<file path="src/rtl/quad_dec_oci_pkg.sv">
// Shared constants and types for the CPU OCI trace-buffer controller.
// ATOM_W : bits per trace atom
// SLOTS  : atoms per frame
// BUF_W  : packed frame width (ATOM_W*SLOTS)
// CNT_W  : slot-counter width (2**CNT_W > SLOTS)
package quad_dec_oci_pkg;

  localparam int ATOM_W = 2;
  localparam int SLOTS  = 15;
  localparam int BUF_W  = 30;
  localparam int CNT_W  = 4;

  typedef enum logic [1:0] {
    RUN   = 2'd0,
    DRAIN = 2'd1,
    DONE  = 2'd2
  } state_t;

  typedef struct packed {
    logic [BUF_W-1:0] data;
    logic [CNT_W-1:0] count;
  } frame_t;

endpackage

</file>
<file path="src/rtl/quad_dec_cpu_oci_dct_ctrl_if.sv">
// Handshake bundle for the trace-buffer controller.
// Atom side : atom_valid/atom in, atom_ready out (producer -> controller).
// Frame side: frame_valid/frame_data/frame_count out, frame_ready in
//             (controller -> trace store).
// slave modport is the controller's view; master is the environment's.
interface quad_dec_cpu_oci_dct_ctrl_if;
  import quad_dec_oci_pkg::*;

  logic              atom_valid;
  logic [ATOM_W-1:0] atom;
  logic              atom_ready;
  logic              frame_valid;
  logic [BUF_W-1:0]  frame_data;
  logic [CNT_W-1:0]  frame_count;
  logic              frame_ready;

  modport master (
    output atom_valid, atom, frame_ready,
    input  atom_ready, frame_valid, frame_data, frame_count
  );

  modport slave (
    input  atom_valid, atom, frame_ready,
    output atom_ready, frame_valid, frame_data, frame_count
  );

endinterface

</file>
<file path="src/rtl/quad_dec_oci_frame_reg.sv">
// Single-entry valid/ready holding register for completed trace frames.
// clk, reset_n : clock, asynchronous active-low reset
// load         : capture load_frame this edge (caller guarantees the slot is
//                free or being emptied this cycle)
// load_frame   : frame to capture
// out_ready    : consumer takes out_frame when out_valid is high
// out_valid    : holding register occupied
// out_frame    : held frame, stable while out_valid && !out_ready
module quad_dec_oci_frame_reg
  import quad_dec_oci_pkg::*;
(
  input  logic   clk,
  input  logic   reset_n,
  input  logic   load,
  input  frame_t load_frame,
  input  logic   out_ready,
  output logic   out_valid,
  output frame_t out_frame
);

  always_ff @(posedge clk or negedge reset_n) begin
    if (!reset_n) begin
      out_valid <= 1'b0;
      out_frame <= '0;
    end else if (load) begin
      out_valid <= 1'b1;
      out_frame <= load_frame;
    end else if (out_valid && out_ready) begin
      out_valid <= 1'b0;
    end
  end

endmodule

</file>
<file path="src/rtl/quad_dec_cpu_oci_dct_ctrl.sv">
// Trace-buffer controller for the CPU OCI debug path. Packs 2-bit atoms into
// a 15-slot live buffer, hands full or flushed frames to the trace store and
// sequences the end-of-test drain.
// clk, reset_n   : clock, asynchronous active-low reset
// bus (slave)    : atom valid/ready input, frame valid/ready output
// flush_req      : single-cycle request to emit the partial buffer
// test_ending    : level, starts the end-of-test drain
// dct_buffer     : live fill buffer (unused slots read 0)
// dct_count      : live slot count, 0..SLOTS-1
// test_has_ended : drain complete, sticky until reset
//
// state | meaning
// RUN   | accepting atoms, frames emitted on full or flush
// DRAIN | atoms blocked, partial buffer flushed, waiting for store to take it
// DONE  | test_has_ended high, everything ignored until reset
module quad_dec_cpu_oci_dct_ctrl
  import quad_dec_oci_pkg::*;
(
  input  logic                      clk,
  input  logic                      reset_n,
  quad_dec_cpu_oci_dct_ctrl_if.slave bus,
  input  logic                      flush_req,
  input  logic                      test_ending,
  output logic [BUF_W-1:0]          dct_buffer,
  output logic [CNT_W-1:0]          dct_count,
  output logic                      test_has_ended
);

  if (BUF_W != ATOM_W * SLOTS) begin : g_bad_buf_w
    $error("BUF_W must equal ATOM_W*SLOTS");
  end
  if ((1 << CNT_W) <= SLOTS) begin : g_bad_cnt_w
    $error("CNT_W too narrow for SLOTS");
  end

  state_t           state;
  logic             flush_pending;
  logic             at_last;
  logic             accept;
  logic             load_free;
  logic             full;
  logic             flush_exec;
  logic             flush_clear_empty;
  logic             flush_req_eff;
  logic             load;
  logic [BUF_W-1:0] merged;
  frame_t           load_frame;
  frame_t           held_frame;

  assign at_last = (dct_count == CNT_W'(SLOTS - 1));

  // Last slot stalls while a frame is still held, since completing the
  // buffer would need the holding register.
  assign bus.atom_ready = (state == RUN) && !(bus.frame_valid && at_last);

  assign accept     = bus.atom_valid && bus.atom_ready;
  assign load_free  = !bus.frame_valid || bus.frame_ready;
  assign full       = accept && at_last;
  assign flush_exec = flush_pending && load_free && ((dct_count != '0) || accept);
  // Pending flush with nothing to send simply retires.
  assign flush_clear_empty = flush_pending && (dct_count == '0) && !accept;
  assign flush_req_eff     = flush_req && (state == RUN);
  assign load              = full || flush_exec;

  always_comb begin
    merged = dct_buffer;
    if (accept) begin
      merged[ATOM_W*dct_count +: ATOM_W] = bus.atom;
    end
  end

  always_comb begin
    load_frame.data  = merged;
    load_frame.count = full ? CNT_W'(SLOTS) : dct_count + CNT_W'(accept);
  end

  quad_dec_oci_frame_reg u_frame_reg (
    .clk        (clk),
    .reset_n    (reset_n),
    .load       (load),
    .load_frame (load_frame),
    .out_ready  (bus.frame_ready),
    .out_valid  (bus.frame_valid),
    .out_frame  (held_frame)
  );

  assign bus.frame_data  = held_frame.data;
  assign bus.frame_count = held_frame.count;

  always_ff @(posedge clk or negedge reset_n) begin
    if (!reset_n) begin
      state          <= RUN;
      dct_buffer     <= '0;
      dct_count      <= '0;
      flush_pending  <= 1'b0;
      test_has_ended <= 1'b0;
    end else begin
      if (load) begin
        dct_buffer <= '0;
        dct_count  <= '0;
      end else if (accept) begin
        dct_buffer <= merged;
        dct_count  <= dct_count + CNT_W'(1);
      end

      // A full frame satisfies any flush raised alongside it.
      if (full) begin
        flush_pending <= 1'b0;
      end else if (flush_exec || flush_clear_empty) begin
        flush_pending <= flush_req_eff;
      end else if (flush_req_eff) begin
        flush_pending <= 1'b1;
      end

      case (state)
        RUN: begin
          if (test_ending) begin
            state         <= DRAIN;
            flush_pending <= 1'b1;
          end
        end
        DRAIN: begin
          if (!flush_pending && !bus.frame_valid) begin
            state          <= DONE;
            test_has_ended <= 1'b1;
          end
        end
        DONE: begin
          test_has_ended <= 1'b1;
        end
        default: begin
          state <= RUN;
        end
      endcase
    end
  end

endmodule
</file>
<file path="src/flat_wrapper.sv">
// flat-port wrapper written by rule: the top's interface ports become plain ports
module quad_dec_cpu_oci_dct_ctrl_flat import quad_dec_oci_pkg::*;
  (clk, reset_n, flush_req, test_ending, dct_buffer, dct_count, test_has_ended, bus_atom_valid, bus_atom, bus_frame_ready, bus_atom_ready, bus_frame_valid, bus_frame_data, bus_frame_count);
  quad_dec_cpu_oci_dct_ctrl_if bus_i ();
  input  logic clk;
  input  logic reset_n;
  input  logic flush_req;
  input  logic test_ending;
  output logic [BUF_W-1:0] dct_buffer;
  output logic [CNT_W-1:0] dct_count;
  output logic test_has_ended;
  input wire logic [$bits(bus_i.atom_valid)-1:0] bus_atom_valid;
  input wire logic [$bits(bus_i.atom)-1:0] bus_atom;
  input wire logic [$bits(bus_i.frame_ready)-1:0] bus_frame_ready;
  output wire logic [$bits(bus_i.atom_ready)-1:0] bus_atom_ready;
  output wire logic [$bits(bus_i.frame_valid)-1:0] bus_frame_valid;
  output wire logic [$bits(bus_i.frame_data)-1:0] bus_frame_data;
  output wire logic [$bits(bus_i.frame_count)-1:0] bus_frame_count;
  assign bus_i.atom_valid = bus_atom_valid;
  assign bus_i.atom = bus_atom;
  assign bus_i.frame_ready = bus_frame_ready;
  assign bus_atom_ready = bus_i.atom_ready;
  assign bus_frame_valid = bus_i.frame_valid;
  assign bus_frame_data = bus_i.frame_data;
  assign bus_frame_count = bus_i.frame_count;
  quad_dec_cpu_oci_dct_ctrl u_core (.clk(clk), .reset_n(reset_n), .bus(bus_i), .flush_req(flush_req), .test_ending(test_ending), .dct_buffer(dct_buffer), .dct_count(dct_count), .test_has_ended(test_has_ended));
endmodule
</file>
<file path="config.mk">
export PLATFORM = sky130hd
export DESIGN_NAME = quad_dec_cpu_oci_dct_ctrl_flat
export DESIGN_NICKNAME = d
export VERILOG_FILES = /design/src/rtl/quad_dec_oci_pkg.sv /design/src/rtl/quad_dec_cpu_oci_dct_ctrl_if.sv /design/src/rtl/quad_dec_oci_frame_reg.sv /design/src/rtl/quad_dec_cpu_oci_dct_ctrl.sv /design/src/flat_wrapper.sv
export SDC_FILE = /design/constraint.sdc
export NUM_CORES = 1
export LEC_CHECK = 0
export ABC_AREA = 1
export CAP_MARGIN = 5
export CELL_PAD_IN_SITES_DETAIL_PLACEMENT = 0
export CELL_PAD_IN_SITES_GLOBAL_PLACEMENT = 1
export CORE_ASPECT_RATIO = 1.25
export CORE_UTILIZATION = 37
export CTS_BUF_LIST = sky130_fd_sc_hd__clkbuf_8 sky130_fd_sc_hd__clkbuf_16
export CTS_CLUSTER_DIAMETER = 200
export DETAILED_ROUTE_END_ITERATION = 6
export PLACE_DENSITY = 0.81
export RECOVER_POWER = 50
export SLEW_MARGIN = 20
export SYNTH_ARGS = -nofsm -noshare
export SYNTH_HDL_FRONTEND = slang
export SYNTH_SLANG_ARGS = --single-unit
</file>
<file path="constraint.sdc">
create_clock -name clk -period 2.4 [get_ports clk]
set_clock_uncertainty 0.05 [all_clocks]
set_input_delay 0.24 -clock clk [delete_from_list [all_inputs] [get_ports clk]]
set_output_delay 0.24 -clock clk [all_outputs]
set_load 0.02 [all_outputs]
</file>
# After elaboration in Yosys (flattened, before gate mapping)
# Index checks and enable logic that the tools add are counted.
# totals
ff_bits	73
inputBits	8
# op_classes
shifts	2
n_mux	19
add_sub_neg	3
bitwise	1
n_reduce_logical	27
eq_ne	5
# op_table
op	n
2-to-1 mux 30 bit	3
negation 5 -> 34 bit	1
variable shift 2 x 34 -> 30 bit (first input constant)	1
indexed part select 2 x 34 -> 30 bit	1
bitwise mux 30 bit	1
2-to-1 mux 4 bit	3
logical AND 1 bit	11
2-to-1 mux 1 bit	8
case mux 2 bit (3 select lines)	1
nonzero test 2 bit	3
adder 4 x 1 -> 4 bit	1
adder 4 x 1 -> 4 bit (second input constant)	1
== test 4 bit (second input constant)	1
zero test 1 bit	4
zero test 4 bit	1
logical OR 1 bit	4
2-to-1 mux 2 bit	2
nonzero test 4 bit	1
AND reduction 3 bit	1
== test 2 x 1 -> 1 bit (second input constant)	1
== test 2 bit (second input constant)	1
zero test 2 bit	1
!= test 2 x 1 -> 1 bit (second input constant)	1
!= test 2 bit (second input constant)	1
other kinds (3)	3

# Longest topological paths before layout
# Gate-level depths: netlist of run 1.
# logic_depth
ltp_word	12
mapped_depth	14

# Modules after synthesis
# From an unflattened synthesis of run 1, not the netlist that was laid out.
# unflattened
cells_unflattened	509
hier_area_um2	4005.1
# by_module_without_submodules
mod	cells_each	area_per_inst_um2	instances
quad_dec_cpu_oci_dct_ctrl	361	2630.0	1
quad_dec_oci_frame_reg	148	1375.1	1

# Worst setup path after synthesis of run 1
# Ideal clock, no wire load.
# synth_timing
path_type	register -> register
start	register u_core.dct_count[0]
end	register u_core.u_frame_reg.out_frame[1] in the netlist's numbering
arrival_ps	2040
path_stages_with_launch	11
path_slack_ps	189
cell_sequence	dfrtp_1 -> inv_1 -> buf_2 -> ha_1 -> nand4_2 -> nand3_4 -> inv_2 -> ha_1 -> ha_1 -> a21oi_1 -> nand2_1
# synth_via
elab_chain_len	8
# synth_lines
item	line_no	rtl
start, declared	quad_dec_cpu_oci_dct_ctrl.sv:25	output logic [CNT_W-1:0] dct_count,
start signal, assigned	quad_dec_cpu_oci_dct_ctrl.sv:103	dct_count <= dct_count + CNT_W'(1);
parallel branches: the longest is 8 deep, another holds adder 4 x 1 -> 4 bit	n/a	
end signal, assigned	quad_dec_oci_frame_reg.sv:27	out_frame <= load_frame;
end, declared	quad_dec_oci_frame_reg.sv:18	output frame_t out_frame
# Parallel ways; which one is timed is not known.
# A chain may end at the register's enable or synchronous reset.

# Worst setup path after layout of run 1
# layout_timing
start	register u_core.dct_count[1]
end	output bus_atom_ready
# layout_via
elab_chain_len	4
# layout_lines
item	line_no	rtl
== test 4 bit	quad_dec_cpu_oci_dct_ctrl.sv:50	assign at_last = (dct_count == CNT_W'(SLOTS - 1));
logical AND 1 bit	quad_dec_cpu_oci_dct_ctrl.sv:54	assign bus.atom_ready = (state == RUN) && !(bus.frame_valid && at_last);
zero test 1 bit	quad_dec_cpu_oci_dct_ctrl.sv:54	
logical AND 1 bit	quad_dec_cpu_oci_dct_ctrl.sv:54	
end, declared	flat_wrapper.sv:15	output wire logic [$bits(bus_i.atom_ready)-1:0] bus_atom_ready;
# Every way passes these cells.

==> results of run 1 <==
## flip-flops by register name (all words and copies together), names as in the netlist
name                          flops
u_core.dct_buffer                30
u_core.dct_count                  4
u_core.flush_pending              1
u_core.state                      2
u_core.test_has_ended             1
u_core.u_frame_reg.out_frame     34
u_core.u_frame_reg.out_valid      1
## power groups by stage
stage          Sequential, mW  Combinational [mW]  Clock [mW]
2_1_floorplan            1.72                1.38           0
3_3_place_gp             1.55                2.27           0
3_5_place_dp             1.55                2.27           0
4_1_cts                  1.53                2.28        1.35
5_1_grt                  1.55                2.50        1.40
6_report                 1.53                2.25        1.32
## layout make-up
type,instances,share of cell area [%]
flip-flops and latches,73,37.6
multi-input cells,313,31.4
repair buffers,89,18.0
clock buffers,10,4.92
inverters,46,3.66
well taps,126,3.24
clock inverters,6,1.18
## metal layers
metal  vias up  global-route usage [%]
met5         -                       0
met4         0                    7.74
met3        17                    3.70
met2        75                    32.1
met1      1497                    24.5
li1       1588                       -
## repair_timing
action	in CTS	in global routing
hold buffers	1	0
endpoints found under the setup margin	0	13
gates resized for setup	0	5
hold endpoints to repair	73	0
## cells in the final DEF, fill, tap and decap left out, drive strengths merged, types with 10 or more instances in the layout
cell type,count
dfrtp,73
nand4,17
nand2,154
inv,46
o21ai,19
buf,10
nand3,37
a21oi,14
clkdlybuf4s50,45
clkbuf,11
dlygate4sd3,33
nor2,47
## path summary, 6_finish.rpt
kind,to,slack (ps),depth (start not counted),from
min in group asynchronous,u_core.u_frame_reg.out_frame[20]$_DFFE_PN0N_,640,3,reset_n
worst max register to register,u_core.dct_buffer[27]$_DFFE_PN0P_,250,8,u_core.dct_count[3]$_DFFE_PN0P_
worst min-delay path,u_core.test_has_ended$_DFFE_PN0P_,410,1,u_core.test_has_ended$_DFFE_PN0P_
max in group asynchronous,u_core.dct_count[1]$_DFFE_PN0P_,940,3,reset_n
worst min register to register,u_core.test_has_ended$_DFFE_PN0P_,410,1,u_core.test_has_ended$_DFFE_PN0P_
worst max-delay path,bus_atom_ready,180,5,u_core.dct_count[1]$_DFFE_PN0P_
## critical path, stage by stage (launching register included)
cell and delay, ps:
dfrtp_2 470, ha_1 260, nand4_2 140, nand2_1 80
inv_1 60, clkdlybuf4s50_1 590
## logic make-up (layout without fill, tap and decap cells)
logic type	count (synthesis)	count (layout)	synth area share [%]
AND/OR/NAND/NOR	269	269	33.6
AO/OA/AOI/OAI	33	33	4.54
buffers and inverters	63	151	8.28
adder cells (fa/ha/maj)	7	7	2.41
flip-flops	73	73	50.2
XOR/XNOR	4	4	0.962
==> reports/results.txt, run 1 <==
After synthesis the cells add up to 3640 µm². The post-synthesis cell count is 449, and the share of post-route cells with drive strength above 1 is 9.68%. For the worst setup path, the data required time is 2110 ps. Hold is met by 412 ps.

The detailed-routed wire length on met2 is 4.33 mm. The most common flop cell mapped by yosys was dfrtp_1. The logs give 451 MHz for the peak clock frequency supported by timing and 0 for the number of inserted diodes. The die span in y is 113 µm, and the final design instance area without fill is 4860 µm².

The H-tree generated during clock tree synthesis spans 3 levels. In the final routing, the length of wire on met1 measures 4.13 mm. Detailed routing inserted a total of 3,177 vias. The first detailed-routing pass ran for 4 iterations.

For the number of clock buffers inserted by TritonCTS, the log shows 9. The number of sinks driven by the clock tree was 73; the total wire length was 9.07 mm. The largest vdd supply drop came out at 530 µV. Synthesis inferred 73 register bits.

dfrtp_1 takes more of the synthesized area than any other cell. The clock transition at the registers of the reported paths was 60 ps; the number of nets still failing antenna checks after routing was 0. The total design power was 5.10 mW; the average instance area after synthesis was 8.11 µm².

Yosys printed 0 warnings. Via density per instance: 4.79. Dividing the detail-routed wire length by the instance count gives 13.7 µm.

The clock latency reported for the late side of the worst-skew pair is 330 ps, and the design internal power is 2.93 mW. Setup repair after global routing left no endpoint under its margin. After detailed placement, the design holds a cell count of 646. Global routing finished with a remaining overflow of 0.

Pin placement for this block handled 79 I/O pins. Sequential cells account for 30.0% of the total power. Yosys mapped the design onto 30 distinct sky130hd cell types. For this configuration, the core starts out at a cell density of 37.9%. In the final layout, the multi-input gates occupy 1530 µm².

The layout overhead on the synthesized area was 33.4%. Net switching is 42.5% of the power. The global-route wire length before repair came out at 15.5 mm. Accumulated negative setup slack: 0 ps. The half-perimeter wire length after detailed placement was 6.65 mm. The critical path class is reg -> out. In the routed design, unresolved DRC markers number 0. The finished layout holds 663 standard cells, fillers aside. Synthesis produced a netlist with a net count of 464. The quantity of I/O buffers inserted on ports was 78.

At the worst endpoint, the arrival time is 1930 ps. Top metal layer carrying routed signals: met4. By count the netlist is led by nand2_1, dfrtp_1, inv_1. No sink is reached through more buffers than the 2 on the longest clock path.

Global routing used 19.2% of the available tracks across all layers. The transition time of the tightest slew-check pin is 992 ps. Summed over all nets, the switching power comes to 2.17 mW. Cell at the root of the clock tree: clkbuf_16.

The total power divided by cell area was 1050 nW/µm²; the leakage power figure was 2.51 nW. The run gives 0.852 as the final estimated routing congestion in global placement. The worst path in the final design needs a cycle of 2220 ps, including I/O delays and setup. The post-route fraction of the period consumed by the critical path was 92.4%; the setup slack after layout was 182 ps. For the number of global-route vias before repair, the log shows 3,169. Of the synthesized area, sequential elements account for 50.2%. Summing all placed instances gives a cell area of 4550 µm². The floorplan step defined a die boundary enclosing 10,200 µm².

The tools report the footprint of the flip-flops and latches as 1830 µm². Summed over all nets, wire length on met3 after detailed routing comes to 365 µm. Entering global routing, the biggest net connects 74 pins.

The share of total power in the clock network was 25.9%. The run gives 0 as the number of hold violations in the final report. The max-capacitance violation count was 0; the number of filler cells placed in the layout was 928. The share of async-settable or async-resettable flops after synthesis was 100%; the pre-CTS worst setup slack was 191 ps. Ranked by total cell area, the synthesized netlist is headed by dfrtp_1, nand2_1, nand3_1. The tools report the count of final max-slew check failures as 0. The width of the chip works out to 90.7 µm. The final net count is 547, and the portion of total power attributed to combinational logic is 44.2%. The most common cell in the synthesized netlist is nand2_1.

The worst pin sits at a relative slew slack of 33.9%. Along the worst path, the maximum fanout reaches 10. Initial antenna violation count: 0. The flow ran to the end, and the final reports show no timing, DRC or antenna violations.

The core region is 9610 µm². The worst setup path is captured at an output pin. The post-CTS setup-driven buffer insertion count came out at 0. TritonCTS built the clock tree. The worst hold path belongs to the class reg -> reg. The share of synthesized area in the top cell type comes to 50.2%. The final core area utilization is 50.6%.

The synthesized design contains 0 enable-type register cells. After floorplanning, the core was divided into 40 placement rows. The DRC violation total after the first TritonRoute iteration was 118; the count of endpoints failing setup in the final report was 0. The tools report the kind of start point of the critical path as a flip-flop.
(Power assumes the default switching activity.)
==> run 2, diff against run 1 <==
- MAX_ROUTING_LAYER: not set -> met4
==> run 2 against run 1 <==
Critical path depth increased by 3; count of clock-buffer cells in the layout increased by 2; first-iteration DRC count increased by 29%; clock power increased by 3%; critical endpoint is now u_core.dct_buffer[27]$_DFFE_PN0P_; highest routed layer unchanged.
==> reports/results.txt, run 2 (same netlist as run 1, synthesis figures left out) <==
The total power divided by cell area is 1050 nW/µm² (+0.56%), and the aggregate global-route resource usage is 19.8% (+0.53 points). The logs give 2 (unchanged) for the number of buffers on the longest clock path and 31.9% (-0.25 points) for the global routing usage on met2. For the initial standard-cell utilization of the core, the log shows 37.9% (unchanged). More flip-flops sit in one register than any other, and that register is u_core.u_frame_reg.out_frame. The run gives 449 MHz (-0.48%) as the peak clock frequency supported by timing. The remaining max-slew budget at the tightest pin is 33.4% (-0.46 points), and the number of standard-cell rows in the floorplan is 40 (unchanged). The post-CTS setup-driven buffer insertion count was 0 (unchanged); the count of pins on the block boundary was 79 (unchanged). The accumulated negative setup slack was 0 ps (unchanged); the count of endpoints failing setup in the final report was 0 (unchanged). TritonCTS built the clock tree.

The run gives 647 (+0.15%) as the total placed cells including tap cells. Leaving out fill and tap cells, the most frequent cell in the layout is nand2_1. The number of hold violations in the final report is 0 (unchanged). Quantity of I/O buffers inserted on ports: 78 (unchanged). The run gives 0 (unchanged) as the initial antenna violation count.

In this run the most used layer during global routing was met2. The run gives 0 (unchanged) as the number of DRC violations after detailed routing. The area growth from synthesis to layout is 34.0%. The number of sinks driven by the clock tree is 73 (unchanged). The clock transition at the registers of the reported paths was 50 ps (about the same). The biggest fanout along the worst timing path works out to 10 (unchanged). First-pass iteration count of the detailed router: 4 (unchanged). The DRC violation total after the first TritonRoute iteration came out at 152 (+29%).

Share of post-route cells with drive strength above 1: 9.67% (-0.018 points). The tools report the area of the die as 10,200 µm² (unchanged). The total wire length was 9.15 mm (+0.86%); the number of filler cells placed in the layout was 957 (+3.1%). The count of placed standard cells in the final layout, fillers left out was 664 (+0.15%); the largest vdd supply drop was 512 µV (-3.3%).

Width of the chip: 90.7 µm (unchanged). Global-route wire length before repair: 15.3 mm (-1.3%). For the half-perimeter wire length after detailed placement, the log shows 6.70 mm (+0.65%). The largest registers in the layout are u_core.u_frame_reg.out_frame x34, u_core.dct_buffer x30, u_core.dct_count x4.

The die span in y is 113 µm (unchanged). In the layout the commonest cells are nand2_1, dfrtp_1, clkdlybuf4s50_1, inv_1, nor2_1. The global route total overflow was 0 (unchanged); the global routing met3 resource utilization was 2.35% (-1.3 points).

Wire length per cell: 13.8 µm (+0.71%). The number of clock buffers inserted by TritonCTS came out at 9 (unchanged). The kind of path behind the tightest hold check is reg -> reg. Number of nets still failing antenna checks after routing: 0 (unchanged).

The number of vias in the routed layout was 3,168 (-0.28%). The logs give 548 (+0.18%) for the final net count and 330 ps (about the same) for the clock latency reported for the late side of the worst-skew pair. The worst setup path is launched from a flip-flop. The logs give 25.1% (+0.53 points) for the global routing usage on met1 and 0 (unchanged) for the number of inserted diodes.

The tools report the standard cell core area as 9610 µm² (unchanged). The run gives 2.53 nW (+0.68%) as the leakage power figure. H-tree level count: 3 (unchanged). Max-capacitance violation count: 0 (unchanged).

The data arrival time of the worst path came out at 2440 ps (+510 ps). The endpoint class of the critical path is a flip-flop. Cell at the root of the clock tree: clkbuf_16. The critical path class is reg -> reg. The run finished with clean final reports. For the worst-case register-to-register setup slack, the log shows 170 ps (-80 ps). The largest net degree at the start of global routing came out at 74 (unchanged).

The shortest period the worst path allows works out to 2230 ps (+10.6 ps). Setup repair after global routing left no endpoint under its margin. The final estimated routing congestion in global placement came out at 0.882 (+3.5%). The via density per instance works out to 4.77 (-0.43%). The number of flip-flops in the largest register is 34 (unchanged), and the required time of the critical path is 2610 ps (+500 ps). Transition time of the tightest slew-check pin: 999 ps (+6.95 ps). The count of final max-slew check failures is 0 (unchanged), and the post-route fraction of the period consumed by the critical path is 92.9% (+0.44 points). The number of global-route vias before repair came out at 3,083 (-2.7%).
-- run 2: cell types whose count changed in the layout (fill, tap and decap cells not counted), sizes merged --
cell,before,now
clkinv,4,1
clkbuf,11,13
inv,46,48
buf,10,11
clkinvlp,1,0
-- run 2: critical path, stage by stage, from the launching register on --
cell and delay, ps:
dfrtp_2 480, nor3_2 270, ha_1 300, inv_1 120, nand2_1 130, inv_1 160, nand3_1 200, o21ai_0 280
and2_1 170
-- run 2: metrics by stage --
| stage | area (µm²) | util, % | power [mW] | hold WS, ps | setup WS (ps) |
|---|---|---|---|---|---|
| 2_1_floorplan | 3640 | - | 3.09 | -106 | 189 |
| 6_report | 4880 | 50.8 | 5.14 | 403 | 171 |
| 4_1_cts | 4870 | 50.7 | 5.23 | 417 | 64.0 |
| 3_5_place_dp | 4560 | 47.4 | 3.84 | 257 | 135 |
| 3_3_place_gp | 4560 | 47.4 | 3.84 | 249 | 128 |
| 5_1_grt | 4880 | 50.8 | 5.51 | 441 | 10.6 |
-- run 2: final cells by class --
class / count / area, µm² / area share [%]
clock inverter: 4 / 42.5 / 0.872
tap: 126 / 158 / 3.23
clock buffer: 12 / 267 / 5.46
sequential: 73 / 1830 / 37.5
inverter: 46 / 175 / 3.59
timing repair buffer: 90 / 881 / 18.1
multi-input combinational: 313 / 1530 / 31.3
-- run 2: worst paths after layout --
path                                                   startpoint                                            to  cells past startpoint
worst min register to register  u_core.test_has_ended$_DFFE_PN0P_             u_core.test_has_ended$_DFFE_PN0P_                      1
worst max register to register    u_core.dct_count[1]$_DFFE_PN0P_             u_core.dct_buffer[27]$_DFFE_PN0P_                      8
worst max-delay path              u_core.dct_count[1]$_DFFE_PN0P_             u_core.dct_buffer[27]$_DFFE_PN0P_                      8
worst min-delay path            u_core.test_has_ended$_DFFE_PN0P_             u_core.test_has_ended$_DFFE_PN0P_                      1
min in group asynchronous                                 reset_n  u_core.u_frame_reg.out_frame[12]$_DFFE_PN0N_                      3
max in group asynchronous                                 reset_n               u_core.dct_count[1]$_DFFE_PN0P_                      3
-- run 2: layer usage --
metal | part of all wire, % | up-vias
met5 | 0 | -
met4 | 1.3 | 0
met3 | 3.3 | 8
met2 | 50 | 68
met1 | 45 | 1495
li1 | - | 1597
-- run 2: report_power, final --
part	total [mW]	leakage, nW	switching, mW	internal [mW]
clock	1.36	0.161	0.475	0.880
combinational	2.24	1.37	1.53	0.712
sequential	1.55	1.00	0.144	1.40
-- run 2: timing repair --
| item | CTS | global route |
|---|---|---|
| gates resized for setup | 0 | 5 |
| endpoints found under the hold margin | 73 | 0 |
| hold buffers | 1 | 0 |
| endpoints found under the setup margin | 0 | 21 |
